===== config.mk =====
export PLATFORM = sky130hd
export DESIGN_NAME = cmd_framer
export DESIGN_NICKNAME = d
export VERILOG_FILES = /design/src/rtl/cmd_framer.sv
export SDC_FILE = /design/constraint.sdc
export NUM_CORES = 1
export LEC_CHECK = 0
export CAP_MARGIN = 20
export CELL_PAD_IN_SITES_DETAIL_PLACEMENT = 1
export CELL_PAD_IN_SITES_GLOBAL_PLACEMENT = 2
export CORE_ASPECT_RATIO = 1.5
export CORE_MARGIN = 3
export CORE_UTILIZATION = 34
export DETAILED_ROUTE_END_ITERATION = 12
export PLACE_DENSITY = 0.84
export SETUP_SLACK_MARGIN = 0.4
export SYNTH_ARGS = -nofsm -noshare
export SYNTH_HDL_FRONTEND = slang
export SYNTH_SLANG_ARGS = --single-unit

===== constraint.sdc =====
create_clock -name clk -period 5.1 [get_ports clk]
set_input_delay 0.765 -clock clk [delete_from_list [all_inputs] [get_ports clk]]
set_output_delay 0.765 -clock clk [all_outputs]
set_load 0.02 [all_outputs]

===== src/rtl/cmd_framer.sv =====
// Transmit end of the 6-byte command link: serialises addr, op, data[31:0] into the
// UART tx and, for the response opcode, gathers a 4-byte reply from the UART rx.
//
// state     | meaning
// S_IDLE    | waiting for a command, cmd_ready high
// S_SEND    | waiting for tx idle, then issue tx_start with current byte
// S_WAIT_HI | waiting for tx_busy to rise (timeout guarded)
// S_WAIT_LO | waiting for tx_busy to fall, then advance to next byte
// S_GAP     | inter-byte idle cycles
// S_RESP    | collecting 4 response bytes (timeout guarded between bytes)
module cmd_framer #(
  parameter int GAP     = 0,
  parameter int TIMEOUT = 50000,
  parameter int RESP_OP = 2
) (
  input  logic        clk,
  input  logic        rst,
  input  logic        cmd_valid,
  input  logic [7:0]  cmd_addr,
  input  logic [7:0]  cmd_op,
  input  logic [31:0] cmd_data,
  output logic        cmd_ready,
  output logic [7:0]  tx_data,
  output logic        tx_start,
  input  logic        tx_busy,
  input  logic        rx_valid,
  input  logic [7:0]  rx_data,
  output logic [31:0] resp_data,
  output logic        resp_valid,
  output logic        done,
  output logic        err_timeout
);

  typedef enum logic [2:0] {
    S_IDLE, S_SEND, S_WAIT_HI, S_WAIT_LO, S_GAP, S_RESP
  } state_t;

  localparam logic [15:0] TO_CNT   = 16'(TIMEOUT);
  localparam logic [15:0] GAP_LAST = 16'(GAP - 1);
  localparam logic [7:0]  RESP_OP8 = 8'(RESP_OP);

  state_t      state, state_n;
  logic [47:0] sreg, sreg_n;
  logic [7:0]  op_q, op_n;
  logic [2:0]  idx, idx_n;
  logic [15:0] cnt, cnt_n;
  logic [1:0]  rcnt, rcnt_n;
  logic [23:0] acc, acc_n;
  logic [7:0]  tx_data_n;
  logic [31:0] resp_data_n;
  logic        tx_start_n, resp_valid_n, done_n, err_n;

  assign cmd_ready = (state == S_IDLE);

  always_comb begin
    state_n      = state;
    sreg_n       = sreg;
    op_n         = op_q;
    idx_n        = idx;
    cnt_n        = cnt;
    rcnt_n       = rcnt;
    acc_n        = acc;
    tx_data_n    = tx_data;
    resp_data_n  = resp_data;
    tx_start_n   = 1'b0;
    resp_valid_n = 1'b0;
    done_n       = 1'b0;
    err_n        = 1'b0;
    case (state)
      S_IDLE: begin
        if (cmd_valid) begin
          sreg_n  = {cmd_addr, cmd_op, cmd_data};
          op_n    = cmd_op;
          idx_n   = 3'd0;
          state_n = S_SEND;
        end
      end
      S_SEND: begin
        if (!tx_busy) begin
          tx_data_n  = sreg[47:40];
          tx_start_n = 1'b1;
          cnt_n      = 16'd0;
          state_n    = S_WAIT_HI;
        end
      end
      S_WAIT_HI: begin
        if (tx_busy) begin
          state_n = S_WAIT_LO;
        end else if (cnt == TO_CNT) begin
          err_n   = 1'b1;
          state_n = S_IDLE;
        end else begin
          cnt_n = cnt + 16'd1;
        end
      end
      S_WAIT_LO: begin
        if (!tx_busy) begin
          if (idx == 3'd5) begin
            if (op_q == RESP_OP8) begin
              cnt_n   = 16'd0;
              rcnt_n  = 2'd0;
              state_n = S_RESP;
            end else begin
              done_n  = 1'b1;
              state_n = S_IDLE;
            end
          end else begin
            idx_n   = idx + 3'd1;
            sreg_n  = {sreg[39:0], 8'h00};
            cnt_n   = 16'd0;
            state_n = (GAP == 0) ? S_SEND : S_GAP;
          end
        end
      end
      S_GAP: begin
        if (cnt == GAP_LAST) state_n = S_SEND;
        else cnt_n = cnt + 16'd1;
      end
      S_RESP: begin
        // a byte arriving on the expiry cycle still counts
        if (rx_valid) begin
          acc_n  = {acc[15:0], rx_data};
          cnt_n  = 16'd0;
          rcnt_n = rcnt + 2'd1;
          if (rcnt == 2'd3) begin
            resp_data_n  = {acc, rx_data};
            resp_valid_n = 1'b1;
            done_n       = 1'b1;
            state_n      = S_IDLE;
          end
        end else if (cnt == TO_CNT) begin
          err_n   = 1'b1;
          state_n = S_IDLE;
        end else begin
          cnt_n = cnt + 16'd1;
        end
      end
      default: state_n = S_IDLE;
    endcase
  end

  always_ff @(posedge clk or posedge rst) begin
    if (rst) begin
      state       <= S_IDLE;
      sreg        <= '0;
      op_q        <= '0;
      idx         <= '0;
      cnt         <= '0;
      rcnt        <= '0;
      acc         <= '0;
      tx_data     <= '0;
      tx_start    <= 1'b0;
      resp_data   <= '0;
      resp_valid  <= 1'b0;
      done        <= 1'b0;
      err_timeout <= 1'b0;
    end else begin
      state       <= state_n;
      sreg        <= sreg_n;
      op_q        <= op_n;
      idx         <= idx_n;
      cnt         <= cnt_n;
      rcnt        <= rcnt_n;
      acc         <= acc_n;
      tx_data     <= tx_data_n;
      tx_start    <= tx_start_n;
      resp_data   <= resp_data_n;
      resp_valid  <= resp_valid_n;
      done        <= done_n;
      err_timeout <= err_n;
    end
  end

endmodule


==> impl_metrics.py <==
metrics = {
    "run_status": {
        "status": "complete, no violations",
    },
    "synthesis": {
        "synthTopCellsByArea": "dfrtp_1 (56%), nand2_1 (9.8%), mux2_2 (8.2%)",
        "synth.top_cell.area_share_pct": 55.9,
        "avgSynthCellArea_um2": 10.2,
        "synth-main-ff-cell": "dfrtp_1",
        "syn_area_mm2": 0.00662,
        "async_flop_share_pct": 100,
        "synth.distinct_cells": 56,
        "synth_edf_count": 0,
        "syn-num-nets": 715,
        "yosysTopAreaCell": "dfrtp_1",
        "synth_warnings": 0,
        "synthCells": 649,
        "yosysSeqAreaShare_pct": 55.9,
        "synth_seq_cells": 148,
    },
    "worst_setup_path": {
        "cp-end-kind": "flip-flop",
        "crit_required_ps": 5430,
        "cp_max_fo": 39,
        "crit_type": "reg2reg",
        "cp_cell_sequence": "nor3_1, and2_1, o21a_2, buf_4, nand2_1, o21ai_0",
        "crit_slowest_cell": "and2_1",
        "cp_data_arrival_time_ps": 3600,
        "worst_path_largest_cell_delay_ps": 800,
        "startpoint_type": "flip-flop",
    },
    "sta": {
        "setup_slack_ps": 1830,
        "slew_viol_final": 0,
        "period_share_pct": 64.1,
        "finalSetupViolCount": 0,
        "max-slew-margin-rel_pct": 38.0,
        "clock_skew_ps": 13.9,
        "final.min_clock_period_ps": 3270,
        "worst_slew_pin_slew_ps": 923,
        "grt_setup_unrepaired": "no",
        "finalHoldViolCount": 0,
        "tns_ps": 0,
        "fmax_mhz": 306,
        "holdWs_ps": 472,
    },
    "final_layout": {
        "diodes": 0,
        "final_nets": 807,
        "final_core_util_pct": 45.0,
        "final_area_mm2": 0.00848,
        "area_delta_synth_final_pct": 28.0,
        "final_cells": 1004,
        "drive_gt1_share_pct": 13.7,
    },
    "floorplanning": {
        "dieArea_mm2": 0.0212,
        "chipWidth_um": 120,
        "io_pins": 106,
        "fp-row-count": 61,
        "initial_utilization_pct": 35.1,
        "die_y_um": 177,
        "core_mm2": 0.0189,
    },
    "min_path": {
        "min_path_type": "reg2reg",
    },
    "power": {
        "power.total_mw": 4.20,
        "pwr-share-seq_pct": 40.9,
        "power_density_mw_per_mm2": 495,
        "p_sw_mw": 1.46,
        "power.leakage_nw": 3.79,
        "sw_frac_of_total_pct": 34.7,
        "ir_worst_vdd_mv": 0.239,
        "pwr-share-comb_pct": 29.3,
        "internal_power_mw": 2.74,
        "power_frac_clock_pct": 29.8,
    },
    "clock_tree": {
        "htree_levels": 4,
        "cts_root_buffer": "clkbuf_16",
        "ctsResizeCount": 0,
        "post_cts_buffers": 0,
        "clkSlewWorstSetupHoldPaths_ps": 60,
        "cts_tree": "yes",
        "cts_hold_buf": 0,
        "cts_sinks": 148,
        "clk_latency_ps": 430,
        "cts_buffers": 17,
        "clock_path_buffers": 2,
    },
    "drt": {
        "firstDrtPassIters": 4,
        "drc": 0,
        "route.vias.total": 5170,
        "wl_per_cell_um": 17.5,
        "first_iter_violations": 264,
        "ant_nets": 0,
        "totalWireLength_um": 17600,
        "via_per_inst": 5.15,
    },
    "global_route": {
        "grt_pass1_wl_um": 28500,
        "grt.overflow.total": 0,
        "grt_max_degree": 149,
        "grt_usage_pct": 17.0,
        "first_global_vias": 5566,
        "antenna_found_initial": 0,
    },
    "place": {
        "place_ws_ps": 1630,
        "gp_congestion": 0.807,
        "dp_hpwl_um": 12400,
        "portBuffers": 105,
        "placedInstanceArea_mm2": 0.00788,
        "dp.cells": 973,
    },
    "job": {
        "drv_cap": 0,
    },
}
metal layers:
| metal | part of all wire [%] | track usage (%) | wire, um | vias up |
|---|---|---|---|---|
| met5 | 0 | 0 | 0 | - |
| met4 | 2.5 | 6.69 | 437 | 0 |
| met3 | 3.0 | 3.49 | 531 | 24 |
| met2 | 54 | 30.5 | 9530 | 101 |
| met1 | 40 | 19.7 | 7070 | 2604 |
| li1 | - | - | - | 2441 |
worst paths after layout:
path	startpoint	endpoint	slack [ps]	cells after the start
hold reg to reg	acc[17]$_DFFE_PP0P_	acc[17]$_DFFE_PP0P_	470	2
max in group asynchronous	rst	cnt[5]$_DFFE_PP0P_	3560	3
setup reg to reg	state[2]$_DFFE_PP0P_	idx[0]$_DFFE_PP0P_	1830	6
hold / removal	acc[17]$_DFFE_PP0P_	acc[17]$_DFFE_PP0P_	470	2
min in group asynchronous	rst	tx_start$_DFF_PP0_	890	3
setup / recovery	state[2]$_DFFE_PP0P_	idx[0]$_DFFE_PP0P_	1830	6
worst max-delay path: cells and delay by family (launching register included):
kind,cells,cell delay (ps)
and+or+nand+nor,3,1300
buffers and inverters,1,370
DFF,1,580
AOI/OAI and AO/OA,2,910
cell usage after synthesis (4+ instances only):
library cell	count
and3_1	4
nand3_1	5
nor4_1	4
buf_2	18
ha_1	5
nor3_1	5
nand2b_1	4
nand2_1	173
nand4_1	4
o31ai_1	18
a21oi_1	11
o21ai_0	9
inv_1	8
dfrtp_1	148
a22o_1	11
or3_1	4
nor2_1	51
a31oi_1	42
mux2_2	48
clkbuf_1	17
and2_1	7
cells by family after synthesis:
family          synth area share [%]
buf+inv                         3.33
xor+xnor                       0.265
fa+ha+maj                      0.945
flops                           55.9
mux                             8.16
compound gates                  12.7
simple gates                    18.6
sequential cells by signal, indices dropped and copies added, names as in the netlist:
signal	cells
cnt	16
state	3
done	1
acc	24
tx_start	1
err_timeout	1
rcnt	2
resp_valid	1
idx	3
op_q	8
resp_data	32
sreg	48
tx_data	8
power groups by stage:
stage               Combinational, mW  Sequential [mW]  Clock, mW
finish                           1.23             1.72       1.25
global route                     1.39             1.76       1.33
CTS                              1.26             1.72       1.28
detailed placement               1.25             1.74          0
global placement                 1.19             1.71          0
floorplan                       0.896             1.68          0
layout by cell type, fill, tap and decap left out, types with 2 or more instances in the layout:
| master | n |
|---|---|
| o31ai_2 | 3 |
| nand2_1 | 173 |
| o21ai_1 | 3 |
| or3_1 | 4 |
| and2_1 | 7 |
| o21ai_0 | 9 |
| bufinv_16 | 2 |
| nor2b_1 | 2 |
| and3_1 | 4 |
| nand4_1 | 4 |
| nor4b_1 | 2 |
| nor3_1 | 5 |
| o2bb2ai_1 | 2 |
| nor2_1 | 51 |
| nor3b_1 | 3 |
| o31ai_1 | 18 |
| a31oi_1 | 42 |
| clkinvlp_4 | 3 |
| inv_6 | 4 |
| or2_2 | 2 |
| ha_1 | 5 |
| clkdlybuf4s50_1 | 105 |
| a22o_1 | 11 |
| o211ai_1 | 2 |
| o22ai_1 | 2 |
| nand2b_1 | 4 |
| mux2_2 | 48 |
| clkinv_4 | 3 |
| nor4_1 | 4 |
| a21oi_1 | 11 |
| clkbuf_16 | 17 |
| dfrtp_1 | 148 |
| o22a_1 | 3 |
| inv_1 | 7 |
| buf_4 | 7 |
| nand3_1 | 5 |
| and3b_1 | 2 |
cell type report:
| cell class | count | area, um^2 |
|---|---|---|
| fill | 2124 | 10400 |
| sequential | 148 | 3700 |
| multi-input combinational | 452 | 2700 |
| timing repair buffer | 114 | 1140 |
| clock buffer | 18 | 439 |
| tap | 252 | 315 |
| clock inverter | 12 | 148 |
| inverter | 8 | 33.8 |
No activity file was read; power rests on OpenSTA's default activity.
